--- src/rtl/motion_pkg.sv ---
// Shared types and helpers for the motion-highlighting pipeline blocks.
package motion_pkg;

  typedef enum logic [1:0] {
    MODE_PASS      = 2'd0,
    MODE_OVERLAY   = 2'd1,
    MODE_BLEND     = 2'd2,
    MODE_MASK_ONLY = 2'd3
  } mode_t;

  // Widest channel the blend helper handles; callers zero-extend and truncate back.
  localparam int unsigned BLEND_W = 16;

  // Per-channel floor average. The extra sum bit keeps the carry so the result never wraps.
  function automatic logic [BLEND_W-1:0] blend_px(input logic [BLEND_W-1:0] a,
                                                  input logic [BLEND_W-1:0] b);
    logic [BLEND_W:0] sum;
    sum = {1'b0, a} + {1'b0, b};
    return sum[BLEND_W:1];
  endfunction

endpackage

--- src/rtl/motion_overlay_if.sv ---
// FIFO-side handshake bundle for motion_overlay: mask and base show-ahead read ports plus the
// output FIFO write port. The overlay core is the master; the FIFOs sit on the slave side.
interface motion_overlay_if #(
  parameter int unsigned MASK_WIDTH = 8,
  parameter int unsigned PIX_WIDTH  = 24
);

  logic [MASK_WIDTH-1:0] mask_dout;
  logic                  mask_empty;
  logic                  mask_rd_en;
  logic [PIX_WIDTH-1:0]  base_dout;
  logic                  base_empty;
  logic                  base_rd_en;
  logic [PIX_WIDTH-1:0]  z_din;
  logic                  z_full;
  logic                  z_wr_en;

  modport master (
    input  mask_dout, mask_empty, base_dout, base_empty, z_full,
    output mask_rd_en, base_rd_en, z_din, z_wr_en
  );

  modport slave (
    output mask_dout, mask_empty, base_dout, base_empty, z_full,
    input  mask_rd_en, base_rd_en, z_din, z_wr_en
  );

endinterface

--- src/rtl/motion_pixel_mux.sv ---
// Purely combinational compositor: one base pixel plus one mask word -> displayed pixel.
module motion_pixel_mux
  import motion_pkg::*;
#(
  parameter int unsigned CH_WIDTH   = 8,
  parameter int unsigned CHANNELS   = 3,
  parameter int unsigned MASK_WIDTH = 8,
  parameter logic [CH_WIDTH*CHANNELS-1:0] HIGHLIGHT = 24'hFF00FF,
  localparam int unsigned PIX_WIDTH = CH_WIDTH * CHANNELS
) (
  input  logic [PIX_WIDTH-1:0]  base,
  input  logic [MASK_WIDTH-1:0] mask,
  input  mode_t                 mode,
  output logic [PIX_WIDTH-1:0]  pixel,
  output logic                  motion
);

  // Per-channel composite; any non-zero mask word marks the pixel as motion.
  always_comb begin
    motion = |mask;
    pixel  = base;
    for (int c = 0; c < CHANNELS; c++) begin
      unique case (mode)
        MODE_PASS: begin
          pixel[c*CH_WIDTH +: CH_WIDTH] = base[c*CH_WIDTH +: CH_WIDTH];
        end
        MODE_OVERLAY: begin
          pixel[c*CH_WIDTH +: CH_WIDTH] = motion ? HIGHLIGHT[c*CH_WIDTH +: CH_WIDTH]
                                                 : base[c*CH_WIDTH +: CH_WIDTH];
        end
        MODE_BLEND: begin
          pixel[c*CH_WIDTH +: CH_WIDTH] = motion
              ? CH_WIDTH'(blend_px(BLEND_W'(base[c*CH_WIDTH +: CH_WIDTH]),
                                   BLEND_W'(HIGHLIGHT[c*CH_WIDTH +: CH_WIDTH])))
              : base[c*CH_WIDTH +: CH_WIDTH];
        end
        MODE_MASK_ONLY: begin
          pixel[c*CH_WIDTH +: CH_WIDTH] = motion ? HIGHLIGHT[c*CH_WIDTH +: CH_WIDTH]
                                                 : '0;
        end
      endcase
    end
  end

endmodule

--- src/rtl/motion_overlay.sv ---
// Streaming motion overlay: pops paired mask/base words, composites them through a one-deep
// output register at 1 pixel/clock, and reports the motion-pixel count of each finished frame.
module motion_overlay
  import motion_pkg::*;
#(
  parameter int unsigned CH_WIDTH     = 8,
  parameter int unsigned CHANNELS     = 3,
  parameter int unsigned MASK_WIDTH   = 8,
  parameter logic [CH_WIDTH*CHANNELS-1:0] HIGHLIGHT = 24'hFF00FF,
  parameter int unsigned FRAME_PIXELS = 307200,
  localparam int unsigned PIX_WIDTH   = CH_WIDTH * CHANNELS,
  localparam int unsigned CNT_W       = $clog2(FRAME_PIXELS + 1)
) (
  input  logic             clock,
  input  logic             reset_n,
  input  logic [1:0]       mode,
  motion_overlay_if.master fifo,
  output logic [CNT_W-1:0] motion_count,
  output logic             count_valid
);

  logic                 out_valid_q, out_valid_d;
  logic [PIX_WIDTH-1:0] out_data_q, out_data_d;
  logic [CNT_W-1:0]     idx_q, idx_d;
  logic [CNT_W-1:0]     running_q, running_d;
  logic [CNT_W-1:0]     motion_count_q, motion_count_d;
  logic                 count_valid_q, count_valid_d;
  mode_t                mode_q, mode_d;

  logic                 pop;
  logic                 push;
  logic                 frame_start;
  logic                 frame_end;
  mode_t                eff_mode;
  logic [PIX_WIDTH-1:0] comp_px;
  logic                 comp_motion;

  // Handshake; pops are gated by reset so nothing is consumed while reset is asserted.
  always_comb begin
    push = out_valid_q & ~fifo.z_full;
    pop  = reset_n & ~fifo.mask_empty & ~fifo.base_empty & (~out_valid_q | ~fifo.z_full);
  end

  assign fifo.mask_rd_en = pop;
  assign fifo.base_rd_en = pop;
  assign fifo.z_din      = out_data_q;
  assign fifo.z_wr_en    = push;
  assign motion_count    = motion_count_q;
  assign count_valid     = count_valid_q;

  // The first pixel of a frame uses the live mode input; the rest of the frame uses the latch.
  always_comb begin
    frame_start = (idx_q == '0);
    frame_end   = (idx_q == CNT_W'(FRAME_PIXELS - 1));
    eff_mode    = frame_start ? mode_t'(mode) : mode_q;
  end

  motion_pixel_mux #(
    .CH_WIDTH   (CH_WIDTH),
    .CHANNELS   (CHANNELS),
    .MASK_WIDTH (MASK_WIDTH),
    .HIGHLIGHT  (HIGHLIGHT)
  ) u_mux (
    .base   (fifo.base_dout),
    .mask   (fifo.mask_dout),
    .mode   (eff_mode),
    .pixel  (comp_px),
    .motion (comp_motion)
  );

  // Next state: output register, frame index, running count and per-frame result.
  always_comb begin
    out_valid_d    = out_valid_q;
    out_data_d     = out_data_q;
    idx_d          = idx_q;
    running_d      = running_q;
    motion_count_d = motion_count_q;
    count_valid_d  = 1'b0;
    mode_d         = mode_q;
    if (pop) begin
      out_valid_d = 1'b1;
      out_data_d  = comp_px;
      if (frame_start) begin
        mode_d = eff_mode;
      end
      if (frame_end) begin
        idx_d          = '0;
        running_d      = '0;
        motion_count_d = running_q + CNT_W'(comp_motion);
        count_valid_d  = 1'b1;
      end else begin
        idx_d     = idx_q + CNT_W'(1);
        running_d = running_q + CNT_W'(comp_motion);
      end
    end else if (push) begin
      out_valid_d = 1'b0;
    end
  end

  // State registers.
  always_ff @(posedge clock or negedge reset_n) begin
    if (!reset_n) begin
      out_valid_q    <= 1'b0;
      out_data_q     <= '0;
      idx_q          <= '0;
      running_q      <= '0;
      motion_count_q <= '0;
      count_valid_q  <= 1'b0;
      mode_q         <= MODE_PASS;
    end else begin
      out_valid_q    <= out_valid_d;
      out_data_q     <= out_data_d;
      idx_q          <= idx_d;
      running_q      <= running_d;
      motion_count_q <= motion_count_d;
      count_valid_q  <= count_valid_d;
      mode_q         <= mode_d;
    end
  end

endmodule
--- src/flat_wrapper.sv ---
// flat-port wrapper written by rule: the top's interface ports become plain ports
module motion_overlay_flat import motion_pkg::*;
#(
  parameter int unsigned CH_WIDTH     = 8,
  parameter int unsigned CHANNELS     = 3,
  parameter int unsigned MASK_WIDTH   = 8,
  parameter logic [CH_WIDTH*CHANNELS-1:0] HIGHLIGHT = 24'hFF00FF,
  parameter int unsigned FRAME_PIXELS = 307200,
  localparam int unsigned PIX_WIDTH   = CH_WIDTH * CHANNELS,
  localparam int unsigned CNT_W       = $clog2(FRAME_PIXELS + 1)
)
  (clock, reset_n, mode, motion_count, count_valid, fifo_mask_dout, fifo_mask_empty, fifo_base_dout, fifo_base_empty, fifo_z_full, fifo_mask_rd_en, fifo_base_rd_en, fifo_z_din, fifo_z_wr_en);
  motion_overlay_if #(.MASK_WIDTH(MASK_WIDTH)) fifo_i ();
  input  logic clock;
  input  logic reset_n;
  input  logic [1:0] mode;
  output logic [CNT_W-1:0] motion_count;
  output logic count_valid;
  input wire logic [$bits(fifo_i.mask_dout)-1:0] fifo_mask_dout;
  input wire logic [$bits(fifo_i.mask_empty)-1:0] fifo_mask_empty;
  input wire logic [$bits(fifo_i.base_dout)-1:0] fifo_base_dout;
  input wire logic [$bits(fifo_i.base_empty)-1:0] fifo_base_empty;
  input wire logic [$bits(fifo_i.z_full)-1:0] fifo_z_full;
  output wire logic [$bits(fifo_i.mask_rd_en)-1:0] fifo_mask_rd_en;
  output wire logic [$bits(fifo_i.base_rd_en)-1:0] fifo_base_rd_en;
  output wire logic [$bits(fifo_i.z_din)-1:0] fifo_z_din;
  output wire logic [$bits(fifo_i.z_wr_en)-1:0] fifo_z_wr_en;
  assign fifo_i.mask_dout = fifo_mask_dout;
  assign fifo_i.mask_empty = fifo_mask_empty;
  assign fifo_i.base_dout = fifo_base_dout;
  assign fifo_i.base_empty = fifo_base_empty;
  assign fifo_i.z_full = fifo_z_full;
  assign fifo_mask_rd_en = fifo_i.mask_rd_en;
  assign fifo_base_rd_en = fifo_i.base_rd_en;
  assign fifo_z_din = fifo_i.z_din;
  assign fifo_z_wr_en = fifo_i.z_wr_en;
  motion_overlay #(.CH_WIDTH(CH_WIDTH), .CHANNELS(CHANNELS), .MASK_WIDTH(MASK_WIDTH), .HIGHLIGHT(HIGHLIGHT), .FRAME_PIXELS(FRAME_PIXELS)) u_core (.clock(clock), .reset_n(reset_n), .mode(mode), .fifo(fifo_i), .motion_count(motion_count), .count_valid(count_valid));
endmodule
--- config.mk ---
export PLATFORM = sky130hd
export DESIGN_NAME = motion_overlay_flat
export DESIGN_NICKNAME = d
export VERILOG_FILES = /design/src/rtl/motion_pkg.sv /design/src/rtl/motion_overlay_if.sv /design/src/rtl/motion_pixel_mux.sv /design/src/rtl/motion_overlay.sv /design/src/flat_wrapper.sv
export SDC_FILE = /design/constraint.sdc
export NUM_CORES = 1
export LEC_CHECK = 0
export ABC_AREA = 1
export BUFFER_PORTS_ARGS = -buffer_cell sky130_fd_sc_hd__buf_2
export CAP_MARGIN = 10
export CORE_UTILIZATION = 50
export CTS_CLUSTER_DIAMETER = 150
export DETAILED_ROUTE_END_ITERATION = 16
export GPL_ROUTABILITY_DRIVEN = 0
export GPL_TIMING_DRIVEN = 0
export HOLD_SLACK_MARGIN = 0.08
export PLACE_DENSITY = 0.83
export SLEW_MARGIN = 20
export SYNTH_ARGS = -nofsm -noshare
export SYNTH_HDL_FRONTEND = slang
export SYNTH_HIERARCHICAL = 1
export SYNTH_SLANG_ARGS = --single-unit
--- constraint.sdc ---
create_clock -name clock -period 6.4 [get_ports clock]
set_input_delay 1.28 -clock clock [delete_from_list [all_inputs] [get_ports clock]]
set_output_delay 1.28 -clock clock [all_outputs]
set_load 0.02 [all_outputs]
-- Word-level counts from Yosys, hierarchy flattened
Cells that the tools add are included.
- register bits after elaboration: 85
- input bits: 39
- output and inout bits: 47
- logic and storage cells: 47
- add/sub/neg operators: 4
- eq/ne operators: 4
- muxes and demuxes: 17
- bitwise gates (word level): 9
- reductions and logical operators: 6
- operator list (operator ; count):
    8-bit one-hot mux with 4 select lines ; 3
    8-bit 2-to-1 mux ; 7
    19-bit 2-to-1 mux ; 2
    19-bit by 1-bit adder with 19-bit output ; 1
    19-bit by 1-bit adder with 19-bit output, second input constant ; 1
    19-bit == test, second input constant ; 1
    19-bit logical NOT ; 1
    8-bit by 8-bit adder with 9-bit output, second input constant ; 2
    8-bit OR reduction ; 1
    1-bit bitwise AND ; 4
    2-bit == test, second input constant ; 2
    1-bit 2-to-1 mux ; 4
    1-bit NOT ; 4
    2-bit AND reduction ; 2
    2-bit by 1-bit == test with 1-bit output, second input constant ; 1
    2-bit logical NOT ; 1
    2-bit 2-to-1 mux ; 1
    2-bit nonzero test ; 1
    1-bit OR ; 1

-- Logic depth before layout (Yosys ltp)
Gate-level depths: netlist (run 1).
- depth in word-level cells: 5
- mapped depth: 14
- gate-level depth less buffers: 14

-- Cells and area by module
Netlist (run 1), hierarchy kept.
- modules (own cells, without submodules) (module ; instances ; cells each ; area an instance (um^2) ; sequential area each (um^2)):
    motion_overlay ; 1 ; 549 ; 4300.4 ; 2127.0
    motion_pixel_mux ; 1 ; 200 ; 947.2 ; 0.0

-- Least setup slack after synthesis (run 1)
Ideal clock, no wire load.
- kind: input to output
- start: input port reset_n
- end: output port fifo_mask_rd_en
- data arrival time: 2346 ps
- data required time: 5120 ps
- path slack: 2774 ps
- stages on the path: 6
- buffers on the path: 2
- cells stage by stage: inv_1 nor2_2 nand3_4 inv_2 clkbuf_1 buf_4
- longest elaborated chain between the ends: 3
- ends and longest elaborated chain (what ; RTL line ; source):
    start, declared ; flat_wrapper.sv:15 ; input logic reset_n;
    1-bit bitwise AND (3 in series) ; motion_overlay.sv:41 ; pop = reset_n & ~fifo.mask_empty & ~fifo.base_empty & (~out_valid_q | ~fifo.z_full);
    end, declared ; flat_wrapper.sv:24 ; output wire logic [$bits(fifo_i.mask_rd_en)-1:0] fifo_mask_rd_en;
Every way passes these cells.

-- Final worst setup path (run 1)
Ends and elaborated chain as after synthesis.

==> results.tsv, run 1 <==
stage	metric	value	unit
outcome	status	finished, final reports clean	
route	routed len/inst	13.4	um
route	post-route ant nets	0	
sta	Fin Clk Skew	0.0131	ns
global_route	first-pass GRT wire length	22.1	mm
cells_and_area	Reg area	0.00213	sq mm
route	via count	5155	
floorplan	Rows	37	
pwr	Max VDD drop	0.119	mV
critical_path	crit path launch	reset_n	
yosys	most numerous cell in the Yosys netlist	nand2_1	
sta	Setup TNS	0	ns
critical_path	CP Cell Sequence	buf_4 -> buf_16 -> inv_1 -> nor2_2 -> nand3_4 -> inv_2 -> clkbuf_1 -> buf_4 -> buf_2	
pwr	final total power	0.00130	W
yosys	post-synth top area share	40.5	%
cells_and_area	Final Instance Area	0.00606	sq mm
yosys	synthesized flop and latch total	85	
hold_path	min-delay worst type	reg -> reg	
sta	Tcrit/Tclk final	71.8	%
hold_path	hold wc startpoint	u_core/fifo.z_din[19]	
route	drc violations	0	
sta	Setup-failing EPs final	0	
global_route	total grt overflow	0	
cts	post_cts resized	0	
yosys	sequential share of the synthesized area	40.5	%
cts	Setup Buffers After CTS	0	
cts	Clock Latency Late Sink	0.36	ns
critical_path	Worst Setup Start Kind	input pin	
sta	Worst slew margin	44.6	%
yosys	cell taking the most area after synthesis	dfrtp_1	
critical_path	most frequent CP cell	buf_4	
cells_and_area	multi-input logic area	0.00273	sq mm
critical_path	Worst Path Required	5.12	ns
critical_path	critical path type	in -> out	
global_route	met3 GRT Util	2.82	%
cells_and_area	Ant. Diodes	0	
global_route	total track usage	25.2	%
route	final wirelength	13.2	mm
yosys	Main synth FF type	dfrtp_1	
floorplan	die height	104	um
cts	Clock Pin Slew Worst Setup and Hold Paths	0.09	ns
yosys	Synth Warn #	6	
sta	Worst Max-Slew Pin Slew	0.823	ns
critical_path	arrival time worst endpoint	3.31	ns
critical_path	worst r2r dst	u_core/fifo.z_din[12]	
cts	CTS max path bufs	2	
critical_path	reg2reg setup slack	3.40	ns
cts	TritonCTS clock tree	built	
yosys	ys async rst share	100	%
critical_path	crit path max fanout	58	
global_route	busiest grt layer	met2	
placed_design	placed instance area	0.00587	sq mm
sta	unrepaired setup endpoints after global routing	no	
global_route	M2 GR Usage	39.9	%
critical_path	slowest stage delay, CP	0.39	ns
sta	final hold viol count	0	
route	drt pass-1 iters	5	
sta	Highest Clock Rate	218	MHz
floorplan	Core Box Area	0.0102	sq mm
floorplan	Die Area	0.0109	sq mm
yosys	Post-synth EDFFs	0	
cells_and_area	Fillers	980	
cts	Post-CTS Hold Buffers	0	
placed_design	I/O Buffers	85	
critical_path	Crit. End Element	output pin	
critical_path	slowest CP cell	clkbuf_1	
route	Initial DRC Count	236	
yosys	unique cell type count in the Yosys netlist	33	
global_route	M1 GR Usage	35.1	%
yosys	mean area per synthesized cell	7.01	sq um
yosys	syn nets	794	
critical_path	Worst setup endpoint	fifo_mask_rd_en	
floorplan	starting density of the core	51.3	%
cells_and_area	Util after Layout	59.2	%
yosys	main area contributors after synthesis	dfrtp_1 (41%), nand2_1 (20%), nor2_1 (6.6%)	
floorplan	chip width	104	um
pwr	LEAKAGE	3.21	nW
global_route	vias in the first global route	4712	
pwr	PD cells	214	mW/mm^2
cts	H-tree depth	3	
global_route	initial antenna violation count	0	
sta	Period minus WS final	4.59	ns
critical_path	FF-to-FF path depth	11	
placed_design	post-detail-place hpwl	9.89	mm
floorplan	IO Pins	86	
yosys	Gate Count Post-Synth	749	
cells_and_area	Layout area overhead	15.5	%
cts	Num CTS Buffers	9	
critical_path	worst r2r src	u_core/idx_q[0]	
yosys	Mapped Area	0.00525	sq mm
cells_and_area	Net count, final	891	
route	DR vias/cell	5.22	
cells_and_area	Final Non-Filler Cells	987	
global_route	largest net degree at the start of global routing	59	
yosys	Synth top cells by count	nand2_1 (274), nor2_1 (92), dfrtp_1 (85)	
cts	Root Driver	clkbuf_8	
sta	fin. max-slew vios	0	
cells_and_area	layout cells sized above 1	18.7	%
cts	TritonCTS Sinks	85	
placed_design	DP Cell Count	971	
flow_run	Max Cap Viol	0	
[worst min-delay path by stage]
stage,endpoint,slack [ns],depth (start not counted)
2_1_floorplan,u_core/mode_q[0],0.44,2
3_3_place_gp,u_core/fifo.z_din[4],0.46,2
3_5_place_dp,u_core/fifo.z_din[19],0.46,2
4_1_cts,u_core/mode_q[0],0.48,2
5_1_grt,u_core/mode_q[0],0.50,2
6_report,u_core/fifo.z_din[19],0.48,2
[final cells by class]
cell class / instances / share of cell area, %
well taps: 136 / 2.81
plain buffers: 17 / 1.92
clock buffers: 11 / 2.33
clock inverters: 5 / 0.723
flip-flops and latches: 85 / 35.1
repair buffers: 86 / 7.52
inverters: 73 / 4.52
multi-input cells: 574 / 45.1
[critical path: cells and delay by family]
| kind | cells | cell delay [ns] |
|---|---|---|
| simple gates | 2 | 0.33 |
| buf+inv | 7 | 1.67 |
[through the flow]
step | worst slack, ns | hold slack [ns]
global route | 1.52 | 0.502
floorplan | 2.77 | 0.442
global placement | 0.842 | 0.457
finish | 1.81 | 0.478
CTS | 1.76 | 0.484
detailed placement | 1.75 | 0.460
[cells in the final DEF (no fill, tap or decap), types with 10 or more instances in the layout]
cell type	netlist	layout
inv_1	70	70
nand3_1	51	51
o21ai_2	11	11
nand2_2	11	11
o21ai_0	42	42
nor2_1	92	92
buf_2	6	90
nand4_1	20	20
dfrtp_1	85	85
a21oi_1	18	18
nand2_1	274	274
clkbuf_8	0	10
[power breakdown]
part | switching, W | total [W] | internal [W]
Combinational | 0.000185 | 0.000281 | 0.0000958
Sequential | 0.0000579 | 0.000654 | 0.000596
Clock | 0.000204 | 0.000361 | 0.000157
Total | 0.000447 | 0.00130 | 0.000849
[per-layer routing]
metal	wire (um)	part of all wire (%)
met4	258	2.0
met1	5980	45
met2	6100	46
met3	874	6.6
met5	0	0
[cell families after synthesis]
kind of cell,Yosys count,share of synthesized area [%]
and+or+nand+nor,475,39.5
buffers and inverters,90,7.44
DFF,85,40.5
AOI/OAI and AO/OA,79,8.73
xor gates and xnor gates,14,2.34
adders and majority gates,6,1.43
[flip-flops by register name, summed over array words and instances, names as in the netlist]
signal               cells
u_core/count_valid       1
u_core/out_valid_q       1
u_core/idx_q            19
u_core/running_q        19
u_core/motion_count     19
u_core/mode_q            2
u_core/fifo.z_din       24
No activity file was read; power rests on OpenSTA's default activity.
==> inputs of run 2 (changes only) <==
--- a/config.mk
+++ b/config.mk
@@ -14,7 +14,7 @@
 export GPL_ROUTABILITY_DRIVEN = 0
 export GPL_TIMING_DRIVEN = 0
 export HOLD_SLACK_MARGIN = 0.08
-export PLACE_DENSITY = 0.83
+export PLACE_DENSITY = 0.86
 export SLEW_MARGIN = 20
 export SYNTH_ARGS = -nofsm -noshare
 export SYNTH_HDL_FRONTEND = slang
==> constraint.sdc (replaced) <==
create_clock -name clock -period 3.9 [get_ports clock]
set_input_delay 0.78 -clock clock [delete_from_list [all_inputs] [get_ports clock]]
set_output_delay 0.78 -clock clock [all_outputs]
set_load 0.02 [all_outputs]
==> run 2 against run 1 <==
Setup slack got worse by 1.5 ns. Clock power increased by 100%. Design area increased by 0.72%. Global-route usage is 0.97 points higher. Critical path type unchanged. Highest routed layer unchanged.
==> results.tsv, run 2 (same netlist as run 1, synthesis figures left out) <==
stage	metric	value	unit	change
sta	Setup TNS	0	ns	unchanged
cells_and_area	Ant. Diodes	0		unchanged
pwr	PD cells	373	mW/mm^2	+74%
cts	Setup Buffers After CTS	0		unchanged
floorplan	starting density of the core	51.3	%	unchanged
global_route	first-pass GRT wire length	22.9	mm	+3.9%
cells_and_area	layout cells sized above 1	18.8	%	+0.12 points
route	final wirelength	13.5	mm	+2.5%
global_route	vias in the first global route	5008		+6.3%
global_route	total track usage	26.1	%	+0.97 points
placed_design	I/O Buffers	85		unchanged
pwr	LEAKAGE	3.24	nW	+0.92%
route	DR vias/cell	5.29		+1.2%
route	routed len/inst	13.7	um	+2.5%
critical_path	most frequent CP cell	buf_4		
outcome	status	finished, final reports clean		
flow_run	Max Cap Viol	0		unchanged
sta	Worst slew margin	38.7	%	-5.9 points
global_route	largest net degree at the start of global routing	58		-1.7%
cts	Root Driver	clkbuf_8		
cts	Num CTS Buffers	9		unchanged
critical_path	FF-to-FF path depth	13		+2
pwr	Max VDD drop	0.185	mV	+56%
route	drt pass-1 iters	5		unchanged
cts	Clock Latency Late Sink	0.38	ns	+0.02 ns
critical_path	Crit. End Element	output pin		
route	post-route ant nets	0		unchanged
cells_and_area	Util after Layout	59.6	%	+0.43 points
sta	final hold viol count	0		unchanged
sta	Worst Max-Slew Pin Slew	0.910	ns	+0.0873 ns
critical_path	worst r2r src	u_core/idx_q[0]		
floorplan	Rows	37		unchanged
floorplan	die height	104	um	unchanged
cells_and_area	most common cell after layout, fill and taps aside	nand2_1		
sta	Setup-failing EPs final	0		unchanged
cells_and_area	Net count, final	891		unchanged
placed_design	Placement Setup Slack	0.235	ns	-1.51 ns
critical_path	critical path type	in -> out		
sta	fin. max-slew vios	0		unchanged
sta	Highest Clock Rate	277	MHz	
route	drc violations	0		unchanged
sta	unrepaired setup endpoints after global routing	no		
route	via count	5218		+1.2%
cells_and_area	Layout area overhead	16.3	%	
critical_path	CP Cell Sequence	buf_4 -> buf_16 -> inv_1 -> nor2_2 -> nand3_4 -> inv_2 -> clkbuf_1 -> buf_4 -> buf_2		
critical_path	slowest stage delay, CP	0.39	ns	about the same
cells_and_area	max reg flops	24		unchanged
cts	Post-CTS Hold Buffers	0		unchanged
critical_path	arrival time worst endpoint	2.84	ns	-0.47 ns
cts	TritonCTS Sinks	85		unchanged
placed_design	DP Cell Count	971		unchanged
hold_path	min-delay worst type	in -> async		
critical_path	worst r2r dst	u_core/fifo.z_din[17]		
cells_and_area	most frequent cells in the layout	nand2_1 (274), nor2_1 (92), buf_2 (90), dfrtp_1 (85), inv_1 (70)		
critical_path	crit path max fanout	57		-1.7%
sta	Fin Clk Skew	0.0107	ns	-0.00247 ns
sta	Final WS setup	0.284	ns	-1.52 ns
sta	Period minus WS final	3.62	ns	
critical_path	Worst Setup Start Kind	input pin		
sta	Tcrit/Tclk final	92.7	%	
cts	H-tree depth	3		unchanged
floorplan	IO Pins	86		unchanged
global_route	total grt overflow	0		unchanged
critical_path	slowest CP cell	clkbuf_1		
cells_and_area	Final Non-Filler Cells	987		unchanged
floorplan	Die Area	0.0109	sq mm	unchanged
cts	CTS max path bufs	2		unchanged
pwr	final total power	0.00228	W	+76%
placed_design	post-detail-place hpwl	9.87	mm	-0.16%
global_route	initial antenna violation count	0		unchanged
cts	Clock Pin Slew Worst Setup and Hold Paths	0.09	ns	about the same
floorplan	Core Box Area	0.0102	sq mm	unchanged
critical_path	reg2reg setup slack	0.86	ns	-2.54 ns
cts	TritonCTS clock tree	built		
floorplan	chip width	104	um	unchanged
cts	post_cts resized	0		unchanged
critical_path	Worst Path Required	3.12	ns	-2.00 ns
route	Initial DRC Count	423		+79%
[run 2: area by class of cell]
cell class	count	area (sq um)
plain buffers	17	116
clock buffers	9	124
clock inverters	7	105
fillers	966	4130
inverters	73	274
multi-input cells	574	2730
flip-flops and latches	85	2130
well taps	136	170
repair buffers	86	455
[run 2: worst max-delay path by stage]
| stage | from | to | slack (ns) | cells past startpoint |
|---|---|---|---|---|
| after detailed placement | reset_n | fifo_mask_rd_en | 0.23 | 9 |
| final | reset_n | fifo_mask_rd_en | 0.28 | 9 |
| after global routing | reset_n | fifo_mask_rd_en | 0.05 | 9 |
| after global placement | reset_n | fifo_mask_rd_en | -0.66 | 8 |
| after CTS | reset_n | fifo_mask_rd_en | 0.21 | 9 |
| after floorplan | reset_n | fifo_mask_rd_en | 1.27 | 6 |
[run 2: metrics by stage]
stage / instance area, sq um / hold slack [ns]
detailed placement: 5870 / 0.460
CTS: 6100 / 0.330
floorplan: 5250 / 0.442
global route: 6100 / 0.345
global placement: 5840 / 0.459
finish: 6100 / 0.326
[run 2: per-layer routing]
layer / up-vias / track usage [%] / share of wire [%]
li1: 2574 / - / -
met1: 2374 / 35.4 / 43
met2: 249 / 41.9 / 47
met3: 21 / 4.01 / 8.3
met4: 0 / 10.6 / 1.7
met5: - / 0 / 0
[run 2: worst max-delay path, delay by kind of cell]
kind | cells | cell delay (ns)
buffers and inverters | 7 | 1.67
and+or+nand+nor | 2 | 0.34
[run 2: power by group]
| group | internal, W | switching, W | total (W) |
|---|---|---|---|
| combinational | 0.000158 | 0.000309 | 0.000466 |
| sequential | 0.000978 | 0.0000930 | 0.00107 |
| clock | 0.000372 | 0.000366 | 0.000738 |
| total | 0.00151 | 0.000768 | 0.00228 |
